### src/rtl/wavegen_pkg.sv
// Shared definitions for the multi-waveform generator.
// Contents:
//   wave_mode_e - waveform selector encoding (saw-up, saw-down, triangle, square)
//   *_W_DEF     - default accumulator, sample and amplitude widths
package wavegen_pkg;

    localparam int ACC_W_DEF = 24;
    localparam int OUT_W_DEF = 12;
    localparam int AMP_W_DEF = 8;

    typedef enum logic [1:0] {
        MODE_SAW_UP = 2'd0,
        MODE_SAW_DN = 2'd1,
        MODE_TRI    = 2'd2,
        MODE_SQUARE = 2'd3
    } wave_mode_e;

endpackage

### src/rtl/wave_shaper.sv
// Waveform shaping stage: turns the unsigned phase into a signed sample of the
// selected shape and registers it.
// Ports:
//   clk, rst  - clock, synchronous active-high reset (clears the sample)
//   phase     - unsigned phase, top OUT_W bits of the accumulator
//   mode      - active waveform
//   sample    - registered signed sample
module wave_shaper
    import wavegen_pkg::*;
#(
    parameter int OUT_W = OUT_W_DEF
) (
    input  logic                    clk,
    input  logic                    rst,
    input  logic [OUT_W-1:0]        phase,
    input  wave_mode_e              mode,
    output logic signed [OUT_W-1:0] sample
);

    localparam int MSB = OUT_W - 1;

    logic [OUT_W-1:0] saw;
    logic [OUT_W-1:0] tri_t;
    logic [OUT_W-1:0] shaped;

    always_comb begin
        // Flipping the MSB maps unsigned 0..max onto signed min..max.
        saw   = {~phase[MSB], phase[MSB-1:0]};
        // Double the phase and fold the second half back down.
        tri_t = {phase[MSB-1:0], 1'b0};
        if (phase[MSB]) begin
            tri_t = ~tri_t;
        end
        shaped = saw;
        case (mode)
            MODE_SAW_UP: shaped = saw;
            MODE_SAW_DN: shaped = ~saw;
            MODE_TRI:    shaped = {~tri_t[MSB], tri_t[MSB-1:0]};
            MODE_SQUARE: shaped = {phase[MSB], {(OUT_W-1){~phase[MSB]}}};
            default:     shaped = saw;
        endcase
    end

    always_ff @(posedge clk) begin
        if (rst) begin
            sample <= '0;
        end else begin
            sample <= shaped;
        end
    end

endmodule

### src/rtl/multi_wave_gen.sv
// Multi-waveform generator: phase accumulator (stage 1), waveform shaper
// (stage 2) and optional amplitude scaler (stage 3).
// Configuration macro: WAVEGEN_AMPLITUDE_EN - when defined, stage 3 scales the
//   sample by (amp_i+1)/2^AMP_W; otherwise amp_i is ignored and the sample is
//   taken straight from stage 2.
// Ports:
//   clk, rst  - clock, synchronous active-high reset
//   en_i      - advance the accumulator this cycle
//   ftw_i     - frequency tuning word
//   mode_i    - requested waveform (applied at period boundaries or while idle)
//   amp_i     - amplitude, full scale 2^AMP_W-1
//   wave_o    - signed sample
//   valid_o   - wave_o comes from an enabled cycle
//   sync_o    - first sample of a new period
module multi_wave_gen
    import wavegen_pkg::*;
#(
    parameter int ACC_W = ACC_W_DEF,
    parameter int OUT_W = OUT_W_DEF,
    parameter int AMP_W = AMP_W_DEF
) (
    input  logic                    clk,
    input  logic                    rst,
    input  logic                    en_i,
    input  logic [ACC_W-1:0]        ftw_i,
    input  logic [1:0]              mode_i,
    input  logic [AMP_W-1:0]        amp_i,
    output logic signed [OUT_W-1:0] wave_o,
    output logic                    valid_o,
    output logic                    sync_o
);

`ifdef WAVEGEN_AMPLITUDE_EN
    localparam int STAGES = 3;
`else
    localparam int STAGES = 2;
`endif

    logic [ACC_W-1:0]        acc;
    logic [ACC_W:0]          sum;
    logic                    wrap;
    wave_mode_e              mode_act;
    logic [STAGES:1]         vld_pipe;
    logic [STAGES:1]         sync_pipe;
    logic signed [OUT_W-1:0] shaped;

    assign sum  = {1'b0, acc} + {1'b0, ftw_i};
    assign wrap = en_i & sum[ACC_W];

    // Stage 1: accumulator, mode latch and the tag pipeline.
    always_ff @(posedge clk) begin
        if (rst) begin
            acc       <= '0;
            mode_act  <= MODE_SAW_UP;
            vld_pipe  <= '0;
            sync_pipe <= '0;
        end else begin
            if (en_i) begin
                acc <= sum[ACC_W-1:0];
            end
            // Mode changes land together with the wrapped phase so a period
            // is never split between two shapes.
            if (wrap || !en_i) begin
                mode_act <= wave_mode_e'(mode_i);
            end
            vld_pipe  <= {vld_pipe[STAGES-1:1], en_i};
            sync_pipe <= {sync_pipe[STAGES-1:1], wrap};
        end
    end

    // Stage 2: shaping.
    wave_shaper #(
        .OUT_W (OUT_W)
    ) u_shaper (
        .clk    (clk),
        .rst    (rst),
        .phase  (acc[ACC_W-1 -: OUT_W]),
        .mode   (mode_act),
        .sample (shaped)
    );

`ifdef WAVEGEN_AMPLITUDE_EN
    // Stage 3: multiply by amp+1 so full-scale amplitude is an exact pass.
    localparam int PW = OUT_W + AMP_W + 2;

    logic [AMP_W:0]       amp_p1;
    logic signed [PW-1:0] s_ext;
    logic signed [PW-1:0] a_ext;
    logic signed [PW-1:0] prod;
    logic                 unused_prod;

    assign amp_p1      = {1'b0, amp_i} + {{AMP_W{1'b0}}, 1'b1};
    assign s_ext       = PW'(shaped);
    assign a_ext       = $signed(PW'(amp_p1));
    assign prod        = s_ext * a_ext;
    assign unused_prod = ^{prod[PW-1:AMP_W+OUT_W], prod[AMP_W-1:0]};

    always_ff @(posedge clk) begin
        if (rst) begin
            wave_o <= '0;
        end else begin
            // Slice at AMP_W is the arithmetic right shift; product never
            // exceeds the OUT_W signed range because amp+1 <= 2^AMP_W.
            wave_o <= prod[AMP_W +: OUT_W];
        end
    end
`else
    logic unused_amp;

    assign unused_amp = ^amp_i;
    assign wave_o     = shaped;
`endif

    assign valid_o = vld_pipe[STAGES];
    assign sync_o  = sync_pipe[STAGES];

endmodule

### config.mk
export PLATFORM = sky130hd
export DESIGN_NAME = multi_wave_gen
export DESIGN_NICKNAME = d
export VERILOG_FILES = /design/src/rtl/wavegen_pkg.sv /design/src/rtl/wave_shaper.sv /design/src/rtl/multi_wave_gen.sv
export SDC_FILE = /design/constraint.sdc
export NUM_CORES = 1
export LEC_CHECK = 0
export CORE_MARGIN = 5
export CORE_UTILIZATION = 40
export DETAILED_ROUTE_END_ITERATION = 12
export DONT_BUFFER_PORTS = 1
export PLACE_DENSITY_LB_ADDON = 0.3
export SLEW_MARGIN = 20
export SYNTH_ARGS = -nofsm -noshare
export SYNTH_HDL_FRONTEND = slang
export SYNTH_SLANG_ARGS = --single-unit
export TNS_END_PERCENT = 100
### constraint.sdc
create_clock -name clk -period 6.7 [get_ports clk]
set_clock_uncertainty 0.1 [all_clocks]
set_input_delay 0.67 -clock clk [delete_from_list [all_inputs] [get_ports clk]]
set_output_delay 0.67 -clock clk [all_outputs]
set_load 0.01 [all_outputs]
# Word-level counts from Yosys, hierarchy flattened
# Cells that the tools add are included.
word_totals:
  wordCells: 19
  ff_bits: 42
  out_inout_bits: 14
  in_bits: 37
op_classes:
  eq_ne: 3
  n_addsub: 1
  bitwise_logic: 5
  n_reduce_logical: 3
  muxes: 2
ops:
  columns: ["operator", "count"]
  rows:
  - ["$pmux 12 s4", 1]
  - ["$add 24x24->25", 1]
  - ["$not 12->12", 2]
  - ["$mux 12", 1]
  - ["$eq 2x2->1 const B", 2]
  - ["$eq 2x1->1 const B", 1]
  - ["$logic_not 2->1", 1]
  - ["$not 1->1", 2]
  - ["$and 1x1->1", 1]
  - ["$logic_not 1->1", 1]
  - ["$logic_or 1x1->1", 1]

# Logic depth before layout (Yosys ltp)
depth:
  word_depth: 4
  ltp_mapped: 8
  mapped_depth_nobuf: 8

# By module
# From an unflattened synthesis, not the netlist that was laid out.
unflattened:
  hier_cells: 368
  area_unflattened_um2: 3144.3
by_module_without_submodules:
  columns: ["mod", "seq_area_each_um2", "instances", "cells_per_inst", "area_each_um2"]
  rows:
  - ["multi_wave_gen", 600.6, 1, 286, 2356.0]
  - ["wave_shaper", 240.2, 1, 82, 788.3]

# Least setup slack after synthesis
# Ideal clock, no wire load.
synth_path:
  path_kind: "input-to-reg"
  from: "input port ftw_i[0]"
  to: "register acc[22]"
  n_path_buf: 0
  arrival_ns: 2.513
  required_ns: 6.517
  path_stages: 8
  slack_ns: 4.005
  cell_sequence: "ha_1 -> fa_1 -> a21o_1 -> a221o_1 -> a21oi_4 -> nand2_1 -> a311o_1 -> o221ai_1"
synth_via:
  elab_chain_len: 1
synth_rtl:
  columns: ["item", "line_no", "text"]
  rows:
  - ["start: declaration", "multi_wave_gen.sv:25", "input logic [ACC_W-1:0] ftw_i,"]
  - ["$add 24x24->25", "multi_wave_gen.sv:47", "assign sum = {1'b0, acc} + {1'b0, ftw_i};"]
  - ["end signal: assignment", "multi_wave_gen.sv:59", "acc <= sum[ACC_W-1:0];"]
  - ["end: declaration", "multi_wave_gen.sv:39", "logic [ACC_W-1:0] acc;"]
# Every way passes these cells.
# A chain may end at the register's enable or synchronous reset.

# Worst setup path in the final report
layout_path:
  from: "input port ftw_i[0]"
  to: "register mode_act[1]"
layout_via:
  elab_chain_len: 3
layout_rtl:
  columns: ["item", "line_no", "text"]
  rows:
  - ["$add 24x24->25", "multi_wave_gen.sv:47", null]
  - ["$and 1x1->1", "multi_wave_gen.sv:48", "assign wrap = en_i & sum[ACC_W];"]
  - ["$logic_or 1x1->1", "multi_wave_gen.sv:63", "if (wrap || !en_i) begin"]
  - ["end signal: assignment", "multi_wave_gen.sv:64", "mode_act <= wave_mode_e'(mode_i);"]
  - ["end: declaration", "multi_wave_gen.sv:42", "wave_mode_e mode_act;"]
# Every way passes these cells.

==> flow_metrics.tcl <==
set metrics [dict create \
    area_delta_synth_final_pct 3.47 \
    syn-instance-count 383 \
    rsz0062_at_grt "no" \
    crit_chain "ha_1 > fa_1 > a21o_1 > a221o_1 > a21oi_4 > a31oi_2 > a21oi_2 > mux2i_1" \
    drt-pass1-iter-count 4 \
    synth_fp_nets 445 \
    yosys-top-cells-count "dfxtp_1 (42), nand2_1 (41), a21oi_1 (39), nor2_1 (28)" \
    start_util_pct 41.4 \
    cts_root_buf "clkbuf_8" \
    cts.clk_slew.worst_paths_ns 0.08 \
    die_w_um 97.1 \
    cts-buffers-inserted 5 \
    clk_path_buf_depth 2 \
    synth_ff_type "dfxtp_1" \
    slew_violations 0 \
    diodes 0 \
    worstHoldPathCells 1 \
    htreeDepth 2 \
    drc 0 \
    tightestPinTransition_ns 0.788 \
    gp_congestion 0.842 \
    cts-resized-gates 0 \
    worstSetupPathType "input pin to flop" \
    post-route-period-util_pct 39.0 \
    seq_area_frac_synth_pct 27.7 \
    grt_pass1_wl_mm 12.0 \
    dp_hpwl_mm 5.36 \
    cp_max_fo 4 \
    detail_route.wl_per_cell_um 15.7 \
    post-synth-top-area-cell "dfxtp_1" \
    num-fill-cells 714 \
    final_util_pct 42.8 \
    ys_seq_elements 42 \
    antenna_found_initial 0 \
    synth.top_cell.area_share_pct 27.7 \
    setup_viol 0 \
    core_um2 7330 \
    viasPerCell 5.70 \
    power_density_nw_per_um2 252 \
    syn_area_um2 3030 \
    period_needed_ns 2.61 \
    synth_edf_count 0 \
    hold_end "acc[10]$_SDFFE_PP0P_" \
    fp.dieH_um 97.1 \
    drt_iter0_markers 119 \
    first_global_vias 2494 \
    nNetsFinal 426 \
    crit_path_start_kind "input pin" \
    leakage_nw 1.22 \
    post-cts-setup-buffer-count 0 \
    hold_path_class "input pin to flop" \
    grt_max_degree 50 \
    worstPathRequired_ns 6.83 \
    drive_gt1_share_pct 6.03 \
    worstSetupEndpointType "flop" \
    ys_warn_count 0 \
    r2r-end "mode_act[1]$_SDFFE_PP0P_" \
    synth_cell_types 64 \
    outcome "finished, final reports clean" \
    slowest_delay_ns 0.42 \
    max_cap_violations 0 \
    tns_ns 0 \
    row_count 31 \
    critPathArrivalTime_ns 2.74 \
    wl_mm 7.29 \
    cts_tree "done" \
    grt_usage_pct 15.2 \
    ys_top_cells_by_area "dfxtp_1 (28%), ha_1 (9.9%), a21oi_1 (6.4%)" \
    cts.sinks 42 \
    max_clock_freq_ghz 0.382 \
    r2r_start "acc[0]$_SDFFE_PP0P_" \
    relSlewSlack_pct 47.4 \
    hold_slack_ns 0.340 \
    worst_skew_pair.late_latency_ns 0.30 \
    peakVddDrop_uv 99.0 \
    r2r.worst_path.cells 8 \
    portBuffers 0 \
    drtAntennaViolNets 0 \
    r2r_setup_slack_ns 4.14 \
    finalHoldViolations 0 \
    vias 2646 \
    min_from "rst" \
    hold_buffers 0 \
    cp_slowest_cell "fa_1" \
    grt_overflow 0 \
    die_area_um2 9420 \
    yosysMostFrequentCell "dfxtp_1" \
    ys_async_sr_fraction_pct 0 \
    syn_area_per_cell_um2 7.92 \
    pin_count 51 \
]
[sequential cells by signal, indices dropped and copies added, names as in the netlist]
| signal | count |
|---|---|
| acc | 24 |
| u_shaper.sample | 12 |
| mode_act | 2 |
| sync_pipe | 2 |
| vld_pipe | 2 |
[critical path, delay by kind of cell]
kind / cells / cell delay [ns]
AO/OA/AOI/OAI: 5 / 1.24
adder cells (fa/ha/maj): 2 / 0.64
multiplexers: 1 / 0.20
[logic make-up after synthesis]
group	count (synthesis)	share of synthesized area [%]
flip-flops	42	27.7
buffers and inverters	42	5.45
multiplexers	11	3.63
AO/OA/AOI/OAI	132	29.3
adder cells (fa/ha/maj)	25	10.6
XOR/XNOR	16	4.62
AND/OR/NAND/NOR	115	18.7
[worst max path at each step]
stage	startpoint	end	slack, ns	cells past startpoint
3_3_place_gp	ftw_i[0]	mode_act[1]$_SDFFE_PP0P_	3.80	8
2_1_floorplan	ftw_i[0]	acc[22]$_SDFFE_PP0P_	4.00	8
5_1_grt	ftw_i[0]	acc[12]$_SDFFE_PP0P_	3.99	8
4_1_cts	ftw_i[0]	mode_act[1]$_SDFFE_PP0P_	4.09	8
6_report	ftw_i[0]	mode_act[1]$_SDFFE_PP0P_	4.09	8
3_5_place_dp	ftw_i[0]	mode_act[0]$_SDFFE_PP0P_	3.79	8
[per-layer routing]
metal	share of wire, %	track usage [%]	up-vias	wire length, µm
met4	0.43	3.24	0	31
met5	0	0	-	0
li1	-	-	1357	-
met3	6.3	3.59	2	461
met1	47	20.1	1225	3430
met2	46	25.2	62	3370
[metrics by stage]
| step | power, W | area, µm² | setup WS (ns) | std cells |
|---|---|---|---|---|
| after floorplan | 0.000576 | 3030 | 4.00 | 383 |
| after global placement | 0.000617 | 3050 | 3.80 | 456 |
| after detailed placement | 0.000623 | 3050 | 3.79 | 456 |
| after CTS | 0.000796 | 3140 | 4.09 | 464 |
| after global routing | 0.000850 | 3140 | 3.99 | 464 |
| final | 0.000790 | 3140 | 4.09 | 464 |
[layout make-up]
cell class                 instances  area [µm²]  area share (%)
inverter                          16        60.1            1.91
clock inverter                     2        13.8           0.439
multi-input combinational        299        2030            64.6
sequential                        42         841            26.8
clock buffer                       6        72.6            2.31
tap                               99         124            3.95
[layout by cell type, fill, tap and decap left out, drive strengths merged, types with 2 or more instances in the layout]
master and instances:
clkinv 2, dfxtp 42, o211ai 14, mux2i 11, nor2 28, or3b 4
inv 16, o2111ai 2, a21oi 41, nand3 2, xor2 2, o22ai 12
nand3b 2, and3 6, a21o 8, a311oi 2, o21ai 26, ha 24
xnor2 14, a31oi 5, nand2b 9, nor3 4, clkbuf 6, nor2b 4
a2111oi 2, a211oi 5, a311o 2, nand2 41, nand4 5, nor3b 4
[where the power goes]
part | switching (W) | internal [W] | total, W
clock network | 0.0000956 | 0.0000738 | 0.000169
registers | 0.0000421 | 0.000286 | 0.000328
logic | 0.000166 | 0.000127 | 0.000293
Power figures use the tool's default switching activity.
